==> src/rtl/alu_arbiter.sv <==
// alu_arbiter: arbitrates two requesters onto one shared combinational ALU and holds each response until consumed
// Optional feature macro: ALU_ARB_RR_EN selects round-robin arbitration; undefined gives fixed priority (requester 0 first).
// Ports:
//     clk, rst                        clock, asynchronous active-high reset
//     req_valid / req_ready           per-requester handshake, bit i belongs to requester i
//     req_a0/b0/op0, req_a1/b1/op1    operands and opcode of requester 0 / 1
//     alu_a / alu_b / alu_op          shared ALU inputs, idle values outside EXEC
//     alu_result / alu_zero           combinational ALU return path
//     resp_valid/id/result/zero       registered response, held until resp_ready
//     resp_ready                      consumer takes the response this cycle
`ifndef DATA_LEN
`define DATA_LEN 32
`endif
`ifndef ALU_OPCODE
`define ALU_OPCODE 3:0
`endif
`ifndef ALU_ADD
`define ALU_ADD 4'h0
`endif
`ifndef ALU_SUB
`define ALU_SUB 4'h1
`endif
`ifndef ALU_AND
`define ALU_AND 4'h2
`endif
`ifndef ALU_DEFAULT
`define ALU_DEFAULT 4'h0
`endif

module alu_arbiter (
    input  logic                 clk,
    input  logic                 rst,
    input  logic [1:0]           req_valid,
    input  logic [`DATA_LEN-1:0] req_a0,
    input  logic [`DATA_LEN-1:0] req_b0,
    input  logic [`ALU_OPCODE]   req_op0,
    input  logic [`DATA_LEN-1:0] req_a1,
    input  logic [`DATA_LEN-1:0] req_b1,
    input  logic [`ALU_OPCODE]   req_op1,
    output logic [1:0]           req_ready,
    output logic [`DATA_LEN-1:0] alu_a,
    output logic [`DATA_LEN-1:0] alu_b,
    output logic [`ALU_OPCODE]   alu_op,
    input  logic [`DATA_LEN-1:0] alu_result,
    input  logic                 alu_zero,
    output logic                 resp_valid,
    output logic                 resp_id,
    output logic [`DATA_LEN-1:0] resp_result,
    output logic                 resp_zero,
    input  logic                 resp_ready
);
    typedef enum logic [1:0] {IDLE, EXEC, RESP} state_t;
    state_t state_q, state_d;
    logic [`DATA_LEN-1:0] a_q, a_d, b_q, b_d, result_q, result_d;
    logic [`ALU_OPCODE] op_q, op_d;
    logic id_q, id_d, valid_q, valid_d, zero_q, zero_d, rid_q, rid_d;
    logic grant, accept;
`ifdef ALU_ARB_RR_EN
    logic last_q, last_d;
    // on contention the requester not served last wins; a lone requester always wins
    assign grant = &req_valid ? ~last_q : req_valid[1];
`else
    assign grant = ~req_valid[0];
`endif
    // gated by rst so no handshake is offered while reset is held
    assign accept = state_q == IDLE && |req_valid && !rst;
    assign req_ready = accept ? (grant ? 2'b10 : 2'b01) : 2'b00;
    assign alu_a = state_q == EXEC ? a_q : '0;
    assign alu_b = state_q == EXEC ? b_q : '0;
    assign alu_op = state_q == EXEC ? op_q : `ALU_DEFAULT;
    assign resp_valid = valid_q;
    assign resp_id = rid_q;
    assign resp_result = result_q;
    assign resp_zero = zero_q;

    always_comb begin
        state_d = state_q == IDLE ? (accept ? EXEC : IDLE) :
                  state_q == EXEC ? RESP : (resp_ready ? IDLE : RESP);
        a_d = accept ? (grant ? req_a1 : req_a0) : a_q;
        b_d = accept ? (grant ? req_b1 : req_b0) : b_q;
        op_d = accept ? (grant ? req_op1 : req_op0) : op_q;
        id_d = accept ? grant : id_q;
        result_d = state_q == EXEC ? alu_result : result_q;
        zero_d = state_q == EXEC ? alu_zero : zero_q;
        rid_d = state_q == EXEC ? id_q : rid_q;
        valid_d = state_q == EXEC ? 1'b1 : (state_q == RESP && resp_ready) ? 1'b0 : valid_q;
`ifdef ALU_ARB_RR_EN
        last_d = accept ? grant : last_q;
`endif
    end

    always_ff @(posedge clk or posedge rst) begin
        if (rst) begin
            state_q <= IDLE;
            a_q <= '0;
            b_q <= '0;
            op_q <= '0;
            id_q <= 1'b0;
            result_q <= '0;
            zero_q <= 1'b0;
            rid_q <= 1'b0;
            valid_q <= 1'b0;
`ifdef ALU_ARB_RR_EN
            last_q <= 1'b1;
`endif
        end else begin
            state_q <= state_d;
            a_q <= a_d;
            b_q <= b_d;
            op_q <= op_d;
            id_q <= id_d;
            result_q <= result_d;
            zero_q <= zero_d;
            rid_q <= rid_d;
            valid_q <= valid_d;
`ifdef ALU_ARB_RR_EN
            last_q <= last_d;
`endif
        end
    end
endmodule

==> config.mk <==
export PLATFORM = sky130hd
export DESIGN_NAME = alu_arbiter
export DESIGN_NICKNAME = d
export VERILOG_FILES = /design/src/rtl/alu_arbiter.sv
export SDC_FILE = /design/constraint.sdc
export NUM_CORES = 1
export LEC_CHECK = 0
export BUFFER_PORTS_ARGS = -buffer_cell sky130_fd_sc_hd__clkbuf_2
export CORE_MARGIN = 4
export CORE_UTILIZATION = 25
export DETAILED_ROUTE_END_ITERATION = 8
export PLACE_DENSITY = 0.51
export REMOVE_ABC_BUFFERS = 1
export SLEW_MARGIN = 5
export SYNTH_ARGS = -nofsm -noshare
export SYNTH_HDL_FRONTEND = slang
export SYNTH_SLANG_ARGS = --single-unit
==> constraint.sdc <==
create_clock -name clk -period 4.8 [get_ports clk]
set_input_delay 0.96 -clock clk [delete_from_list [all_inputs] [get_ports clk]]
set_output_delay 0.96 -clock clk [all_outputs]
set_load 0.03 [all_outputs]
==> results of run 1 <==
==> worst max-delay path, delay by kind of cell <==
family,cells,cell delay (ps)
AND/OR/NAND/NOR,3,670
buffers and inverters,2,400
==> logic make-up after synthesis <==
family,count (synthesis),synth area share
flops,106,0.506
compound gates,3,0.00335
mux,171,0.367
simple gates,74,0.0903
buf+inv,29,0.0325
==> per-stage QoR <==
step	hold WS (ps)	instances	power, mW	setup TNS [ps]	area (sq um)
after global placement	460	911	3.21	0	6870
after CTS	484	927	4.04	0	7160
after floorplan	449	357	2.73	-2230	5080
final	478	927	3.95	0	7160
after detailed placement	469	911	3.26	0	6870
after global routing	488	927	4.22	0	7160
==> registers in the layout, summed over array words and instances (netlist names), 2 cells and up <==
| name | flops |
|---|---|
| state_q | 2 |
| resp_result | 32 |
| op_q | 4 |
| a_q | 32 |
| b_q | 32 |
==> cell type report <==
class                      instances  share of cell area
sequential                       106               0.370
multi-input combinational        248               0.338
timing repair buffer             284               0.201
tap                              270              0.0472
clock buffer                       9              0.0314
clock inverter                     7              0.0103
inverter                           3             0.00192
==> metal layers <==
metal  share of wire  global-route usage
met1            0.41               0.137
met2            0.50               0.202
met3           0.079              0.0389
met4           0.010              0.0267
met5               0                   0
==> worst max path at each step <==
stage | start | end | slack, ps
after global placement | req_valid[0] | req_ready[1] | 1790
after floorplan | state_q[1]$_DFF_PP0_ | alu_a[0] | -30
final | req_valid[0] | req_ready[1] | 1790
after global routing | req_valid[0] | req_ready[1] | 1710
after detailed placement | req_valid[0] | req_ready[1] | 1770
after CTS | req_valid[0] | req_ready[1] | 1750
==> Yosys cell counts <==
cell / n
o21a_1: 1
buf_4: 1
inv_1: 3
clkbuf_1: 14
nor2_1: 1
nand2_1: 1
mux2i_1: 1
dfrtp_1: 106
nor2b_1: 2
buf_6: 7
a21oi_1: 2
mux2_2: 164
buf_2: 4
and2_1: 69
nor4_4: 1
mux2_1: 6
==> power groups by stage <==
stage	registers, mW	clock network, mW	logic [mW]
4_1_cts	1.57	0.795	1.67
5_1_grt	1.63	0.822	1.76
3_5_place_dp	1.59	0	1.67
3_3_place_gp	1.57	0	1.63
2_1_floorplan	1.83	0	0.903
6_report	1.56	0.754	1.63
==> flow_summary.json, run 1 <==
{
  "p_switching_mw": 1.48,
  "clkTransAtPathRegs_ps": 70,
  "setup_ws_ps": 1790,
  "hpwlAfterDp_mm": 10.4,
  "antenna_cells": 0,
  "min_period_ps": 3010,
  "rsz0062_at_grt": "false",
  "power.internal_mw": 2.47,
  "reg2regPathDepth": 3,
  "crit_arrival_ps": 2050,
  "regArea_sq_um": 2650,
  "finalWirelength_mm": 13.5,
  "vias": 3867,
  "powerDensity_nw_per_um2": 551,
  "power.share.sequential": 0.396,
  "multiInputGateArea_sq_um": 2420,
  "rows": 52,
  "grt.total_usage": 0.115,
  "antenna_found_initial": 0,
  "die_height_um": 153,
  "whs_path_depth": 1,
  "hp-class": "flop to flop",
  "first_pass_iters": 4,
  "cpPeakStageDelay_ps": 360,
  "crit_chain": "buf_4, nor2_1, nor4_4, nor2b_1, clkbuf_2",
  "final_cell_mix": "clkbuf_2 (277), mux2_2 (164), dfrtp_1 (106)",
  "yosysSeqAreaShare": 0.506,
  "synth_cell_types": 16,
  "endpoint_kind": "primary output",
  "slowest_stage": "nor4_4",
  "nets": 826,
  "min_from": "b_q[1]$_DFFE_PP0P_",
  "io_buffers": 278,
  "post_cts_buffers": 0,
  "initial_utilization": 0.256,
  "worst_clock_skew_ps": 6.71,
  "globalplace.congestion": 0.766,
  "cts-htree-levels": 3,
  "pwr-share-comb": 0.413,
  "grt.overflow.total": 0,
  "slew-limit-headroom": 0.429,
  "drtIter0Drc": 106,
  "avgViaCountPerCell": 4.17,
  "syn2layout_area_growth_pct": 36.8,
  "utilization": 0.351,
  "r2r-start": "state_q[1]$_DFF_PP0_",
  "ant_nets": 0,
  "worstPathRequired_ps": 3840,
  "drc": 0,
  "root_buffer": "clkbuf_16",
  "cp_max_fo": 9,
  "maxCapViolations": 0,
  "slew_viol_final": 0,
  "p_leak_nw": 3.50,
  "ios": 279,
  "synth_top_area_frac": 0.506,
  "netlist_area_sq_um": 5240,
  "clock_path_buffers": 2,
  "hold-path-endpoint": "b_q[1]$_DFFE_PP0P_",
  "peakVddDrop_mv": 0.268,
  "cts_hold_buffers": 0,
  "r2r_end": "a_q[9]$_DFFE_PP0P_",
  "setup_viol": 0,
  "dpl_worst_slack_ps": 1770,
  "design.die.area_sq_um": 23300,
  "yosysTopAreaCell": "dfrtp_1",
  "syn_inst": 383,
  "ys_seq_elements": 106,
  "grt_pass1_wl_mm": 22.2,
  "worstSkewPairLatency_ps": 350,
  "die_w_um": 153,
  "pwr-share-clk": 0.191,
  "fin_crit_sh": 0.627,
  "status": "finished, final reports clean",
  "switching_share": 0.375,
  "synth_warnings": 0,
  "clkSinkCount": 106,
  "avgSynthCellArea_sq_um": 13.7,
  "cts_buffers": 9,
  "grt_max_degree": 77,
  "r2r_setup_slack_ps": 2490,
  "drive_gt1_frac": 0.711,
  "fillCellCount": 2100,
  "tightest_slew_ps": 857,
  "grt_pass1_vias": 4378,
  "cts_resized": 0,
  "layout_commonest_cell": "clkbuf_2",
  "cts_tree": "done",
  "synth.top_cells.by_area": "dfrtp_1 (51%), mux2_2 (35%), and2_1 (8.2%)",
  "startpoint_type": "input pin",
  "wl_per_cell_um": 14.5,
  "max_freq_ghz": 0.332,
  "worstSetupPathType": "input pin to primary output",
  "finalHoldViolCount": 0,
  "core_area_sq_um": 20400
}
Power figures use the tool's default switching activity.
==> run 2, diff against run 1 <==
==> constraint.sdc (replaced) <==
create_clock -name clk -period 2.8 [get_ports clk]
set_input_delay 0.56 -clock clk [delete_from_list [all_inputs] [get_ports clk]]
set_output_delay 0.56 -clock clk [all_outputs]
set_load 0.03 [all_outputs]
==> flow_summary.json, run 2 (synthesized netlist as in run 1, its figures left out) <==
{
  "status": "finished, final reports clean",
  "utilization": 0.352,
  "hpwlAfterDp_mm": 9.77,
  "setup_viol": 0,
  "drc": 0,
  "cts-htree-levels": 3,
  "clkSinkCount": 106,
  "cts_tree": "done",
  "grt.total_usage": 0.113,
  "switching_share": 0.379,
  "grt_pass1_vias": 4222,
  "crit_arrival_ps": 1810,
  "nets": 824,
  "cts_resized": 0,
  "tns_ps": 0,
  "die_w_um": 153,
  "vias": 3854,
  "stdcell_count": 925,
  "setup_ws_ps": 432,
  "antenna_found_initial": 0,
  "p_leak_nw": 3.50,
  "wl_per_cell_um": 14.3,
  "fillCellCount": 2064,
  "pwr-share-clk": 0.186,
  "clock_path_buffers": 2,
  "finalHoldViolCount": 0,
  "startpoint_type": "flop",
  "worst_clock_skew_ps": 12.3,
  "dpl_cell_area_sq_um": 6900,
  "rsz0062_at_grt": "false",
  "final_cell_mix": "clkbuf_2 (277), mux2_2 (164), dfrtp_1 (106)",
  "power.internal_mw": 4.19,
  "die_height_um": 153,
  "globalplace.congestion": 0.758,
  "fin_area_sq_um": 7190,
  "root_buffer": "clkbuf_16",
  "drtIter0Drc": 104,
  "min_period_ps": 2370,
  "design.die.area_sq_um": 23300,
  "cts_hold_buffers": 0,
  "max_freq_ghz": 0.422,
  "layout_commonest_cell": "clkbuf_2",
  "clkTransAtPathRegs_ps": 70,
  "slew-limit-headroom": 0.625,
  "post_cts_buffers": 0,
  "hp-class": "input pin to async pin",
  "worstSkewPairLatency_ps": 350,
  "dpl_worst_slack_ps": 748,
  "tightest_slew_ps": 562,
  "fin_crit_sh": 0.846,
  "ant_nets": 0,
  "regArea_sq_um": 2650,
  "io_buffers": 278,
  "ios": 279,
  "slew_viol_final": 0,
  "initial_utilization": 0.256,
  "core_area_sq_um": 20400,
  "dpl.cell_count": 909,
  "power.share.sequential": 0.397,
  "endpoint_kind": "primary output",
  "first_pass_iters": 3,
  "grt_max_degree": 104,
  "worstSetupPathType": "flop to primary output",
  "pwr-share-comb": 0.418,
  "cts_buffers": 9,
  "finalWirelength_mm": 13.3,
  "p_switching_mw": 2.55,
  "drive_gt1_frac": 0.708,
  "worstPathRequired_ps": 2240,
  "rows": 52,
  "grt_pass1_wl_mm": 21.6,
  "antenna_cells": 0,
  "avgViaCountPerCell": 4.17,
  "totalPowerFinal_mw": 6.74,
  "hold_ws_ps": 108,
  "peakVddDrop_mv": 0.399,
  "powerDensity_nw_per_um2": 937,
  "grt.overflow.total": 0,
  "maxCapViolations": 0,
  "syn2layout_area_growth_pct": 37.3,
  "multiInputGateArea_sq_um": 2420,
  "cp_max_fo": 102
}
==> run 2: cell count changes in the layout (fill, tap and decap cells not counted), sizes merged <==
cell	before	now
buf	7	5
clkbuf	286	288
bufinv	1	0
inv	6	5
==> run 2: worst paths after layout <==
check | endpoint | slack, ps | startpoint | cells past startpoint
setup / recovery | alu_b[12] | 430 | state_q[0]$_DFF_PP0_ | 4
hold / removal | state_q[1]$_DFF_PP0_ | 110 | rst | 2
setup reg to reg | b_q[15]$_DFFE_PP0P_ | 970 | state_q[1]$_DFF_PP0_ | 3
hold reg to reg | b_q[1]$_DFFE_PP0P_ | 480 | b_q[1]$_DFFE_PP0P_ | 1
max in group asynchronous | b_q[16]$_DFFE_PP0P_ | 1950 | rst | 3
min in group clk | resp_result[17]$_DFFE_PP0P_ | 440 | alu_result[17] | 2
==> run 2: area by class of cell <==
cell class / count / area share
Inverter: 3 / 0.00191
Tap cell: 270 / 0.0470
Timing Repair Buffer: 282 / 0.205
Clock inverter: 5 / 0.00661
Clock buffer: 11 / 0.0338
Multi-Input combinational cell: 248 / 0.337
Sequential cell: 106 / 0.369
==> run 2: per-layer routing <==
metal | global-route usage | share of wire
met1 | 0.130 | 0.41
met5 | 0 | 0
met4 | 0.0242 | 0.0069
met3 | 0.0378 | 0.077
met2 | 0.202 | 0.51
==> run 2: worst max-delay path, cell delays in order, from the launching register on <==
cell and delay [ps]:
dfrtp_1 460, nor2b_4 210, buf_12 340, and2_1 190, clkbuf_2 210
==> run 2: power by group through the flow <==
stage | logic, mW | clock network [mW] | registers [mW]
4_1_cts | 2.88 | 1.30 | 2.69
6_report | 2.82 | 1.25 | 2.67
3_5_place_dp | 2.88 | 0 | 2.71
5_1_grt | 3.04 | 1.37 | 2.79
2_1_floorplan | 1.55 | 0 | 3.13
3_3_place_gp | 2.82 | 0 | 2.69
==> run 3, diff against run 2 <==
--- a/config.mk
+++ b/config.mk
@@ -5,11 +5,12 @@
 export SDC_FILE = /design/constraint.sdc
 export NUM_CORES = 1
 export LEC_CHECK = 0
+export ABC_AREA = 1
 export BUFFER_PORTS_ARGS = -buffer_cell sky130_fd_sc_hd__clkbuf_2
 export CORE_MARGIN = 4
 export CORE_UTILIZATION = 25
 export DETAILED_ROUTE_END_ITERATION = 8
-export PLACE_DENSITY = 0.51
+export PLACE_DENSITY = 0.52
 export REMOVE_ABC_BUFFERS = 1
 export SLEW_MARGIN = 5
 export SYNTH_ARGS = -nofsm -noshare
==> constraint.sdc (replaced) <==
create_clock -name clk -period 2 [get_ports clk]
set_input_delay 0.4 -clock clk [delete_from_list [all_inputs] [get_ports clk]]
set_output_delay 0.4 -clock clk [all_outputs]
set_load 0.03 [all_outputs]
==> flow_summary.json, run 3 <==
{
  "synthSimpleGateAreaFrac": 0.419,
  "clkSinkCount": 106,
  "clkTransAtPathRegs_ps": 80,
  "grt_max_degree": 92,
  "multiInputGateArea_sq_um": 2370,
  "root_buffer": "clkbuf_16",
  "finalWirelength_mm": 18.3,
  "ios": 279,
  "r2r-start": "state_q[0]$_DFF_PP0_",
  "yosysTopAreaCell": "dfrtp_1",
  "synth_top_family_by_area": "simple AND/OR/NAND/NOR gates",
  "synthArstFlopShare": 1.00,
  "switching_share": 0.420,
  "critPathLaunch": "state_q[1]$_DFF_PP0_",
  "reg2regPathDepth": 7,
  "max_freq_ghz": 0.513,
  "netlist_area_sq_um": 5540,
  "drtIter0Drc": 291,
  "status": "finished, final reports clean",
  "slowest_stage": "dfrtp_2",
  "die_height_um": 157,
  "io_buffers": 278,
  "synth_top_area_frac": 0.479,
  "synth-main-ff-cell": "dfrtp_1",
  "power.internal_mw": 5.48,
  "synth_mux_area_frac": 0,
  "startpoint_type": "flop",
  "first_pass_iters": 4,
  "slew_viol_final": 0,
  "cts_tree": "done",
  "powerDensity_nw_per_um2": 1200,
  "yosysSeqAreaShare": 0.479,
  "pwr-share-clk": 0.213,
  "synth_common_cells": "nand2_1 (446), dfrtp_1 (106), inv_1 (73), nor2_1 (71), nand3_1 (69)",
  "fillCellCount": 2440,
  "cp_max_fo": 4,
  "cts-htree-levels": 3,
  "final_cell_mix": "nand2_1 (446), clkbuf_2 (210), dfrtp_1 (105)",
  "ys_seq_elements": 106,
  "peakVddDrop_mv": 0.495,
  "hold_ws_ps": 164,
  "synth.top_cells.by_area": "dfrtp_1 (48%), nand2_1 (30%), nand3_1 (6.2%)",
  "worstSetupPathType": "flop to primary output",
  "endpoint": "req_ready[0]",
  "cts_buffers": 9,
  "core_area_sq_um": 21800,
  "p_leak_nw": 4.77,
  "layout_commonest_cell": "nand2_1",
  "synth.most_common_cell": "nand2_1",
  "globalplace.congestion": 0.737,
  "crit_arrival_ps": 1550,
  "grt.overflow.total": 0,
  "drc": 0,
  "nets": 1256,
  "synth_cell_types": 16,
  "dpl_cell_area_sq_um": 7220,
  "wl_per_cell_um": 13.4,
  "hpwlAfterDp_mm": 12.5,
  "cpPeakStageDelay_ps": 440,
  "worstSkewPairLatency_ps": 350,
  "antenna_cells": 0,
  "grt_pass1_vias": 5469,
  "endpoint_kind": "primary output",
  "worst_clock_skew_ps": 10.7,
  "crit_chain": "nor2_2, nand3_4, nor2_1, clkbuf_2",
  "avgViaCountPerCell": 4.16,
  "ant_nets": 0,
  "r2r_setup_slack_ps": 640,
  "regArea_sq_um": 2650,
  "initial_utilization": 0.254,
  "dpl_worst_slack_ps": 280,
  "slew-limit-headroom": 0.538,
  "fin_area_sq_um": 7850,
  "rsz0062_at_grt": "true",
  "syn_inst": 825,
  "fin_crit_sh": 0.974,
  "setup_viol": 0,
  "maxCapViolations": 0,
  "p_switching_mw": 3.96,
  "rows": 54,
  "grt_pass1_wl_mm": 28.0,
  "synth_fa_ha_area_frac": 0,
  "antenna_found_initial": 0,
  "tightest_slew_ps": 690,
  "syn2layout_area_growth_pct": 41.9,
  "r2r_end": "resp_result[13]$_DFFE_PP0P_",
  "drive_gt1_frac": 0.305,
  "clock_path_buffers": 2,
  "power.share.sequential": 0.370,
  "setup_ws_ps": 52.3,
  "grt.total_usage": 0.142,
  "synth-xor-area-share": 0,
  "avgSynthCellArea_sq_um": 6.71,
  "min_period_ps": 1950,
  "pwr-share-comb": 0.417,
  "vias": 5693,
  "finalHoldViolCount": 0,
  "synth_warnings": 0,
  "hp-class": "input pin to async pin",
  "worstPathRequired_ps": 1600,
  "synth_edf_count": 0,
  "synth-compound-area-share": 0.00181,
  "design.die.area_sq_um": 24600,
  "die_w_um": 157
}
## run 3: changes by cell type after synthesis, sizes merged, moves of 2 or more
cell,before,now
nor2,1,73
nand2,1,446
mux2,170,0
a21oi,2,0
clkbuf,14,10
and2,69,0
nor2b,2,0
inv,3,77
nand3,0,70
buf,12,40
o21ai,0,2
## run 3: cell type report
cell class	instances	area share
clock buffers	10	0.0304
clock inverters	6	0.0123
inverters	77	0.0381
multi-input cells	592	0.302
flip-flops and latches	106	0.338
well taps	280	0.0446
repair buffers	296	0.234
## run 3: cell families (layout without fill, tap and decap cells)
family                 count (synthesis)  count (layout)
buffers and inverters                127             389
AOI/OAI and AO/OA                      2               2
DFF                                  106             106
and+or+nand+nor                      590             590
## run 3: power by group through the flow
| stage | clock network, mW | registers, mW | logic (mW) |
|---|---|---|---|
| 2_1_floorplan | 0 | 4.19 | 1.73 |
| 3_3_place_gp | 0 | 3.52 | 3.76 |
| 3_5_place_dp | 0 | 3.53 | 3.78 |
| 4_1_cts | 2.09 | 3.51 | 3.87 |
| 5_1_grt | 2.18 | 3.64 | 4.38 |
| 6_report | 2.01 | 3.50 | 3.94 |
## run 3: per-layer routing
metal	vias to the layer above	global-route usage	part of all wire
met1	2569	0.176	0.43
met3	20	0.0227	0.045
met2	142	0.250	0.50
li1	2962	-	-
met4	0	0.0512	0.021
met5	-	0	0
## run 3: worst min-delay path by stage
stage	slack [ps]	from	endpoint	cells past startpoint
detailed placement	360	rst	resp_result[26]$_DFFE_PP0P_	2
CTS	160	rst	resp_result[17]$_DFFE_PP0P_	3
global placement	360	rst	resp_result[26]$_DFFE_PP0P_	2
global route	170	rst	resp_result[17]$_DFFE_PP0P_	3
finish	160	rst	resp_result[0]$_DFFE_PP0P_	3
floorplan	440	id_q$_DFFE_PP0P_	id_q$_DFFE_PP0P_	2
## run 3: worst max-delay path: cells and delay by family (launching register included)
family	cells	cell delay (ps)
buffers and inverters	1	250
DFF	1	440
and+or+nand+nor	3	520
## run 3: what timing repair did
action                     4_1_cts  5_1_grt
setup buffers                    0        1
resized for setup               33      154
gates cloned                     1        2
hold endpoints to repair        14        0
hold buffers                     1        0
pin swaps                        0        1
setup endpoints to repair       30       68
## run 3: metrics by stage
step | util | cells | TNS, ps | power (mW)
floorplan | - | 775 | -217970 | 5.92
global placement | 0.331 | 1346 | 0 | 7.27
detailed placement | 0.331 | 1346 | 0 | 7.31
CTS | 0.352 | 1364 | -5.08 | 9.47
global route | 0.360 | 1367 | -373 | 10.2
finish | 0.360 | 1367 | 0 | 9.45
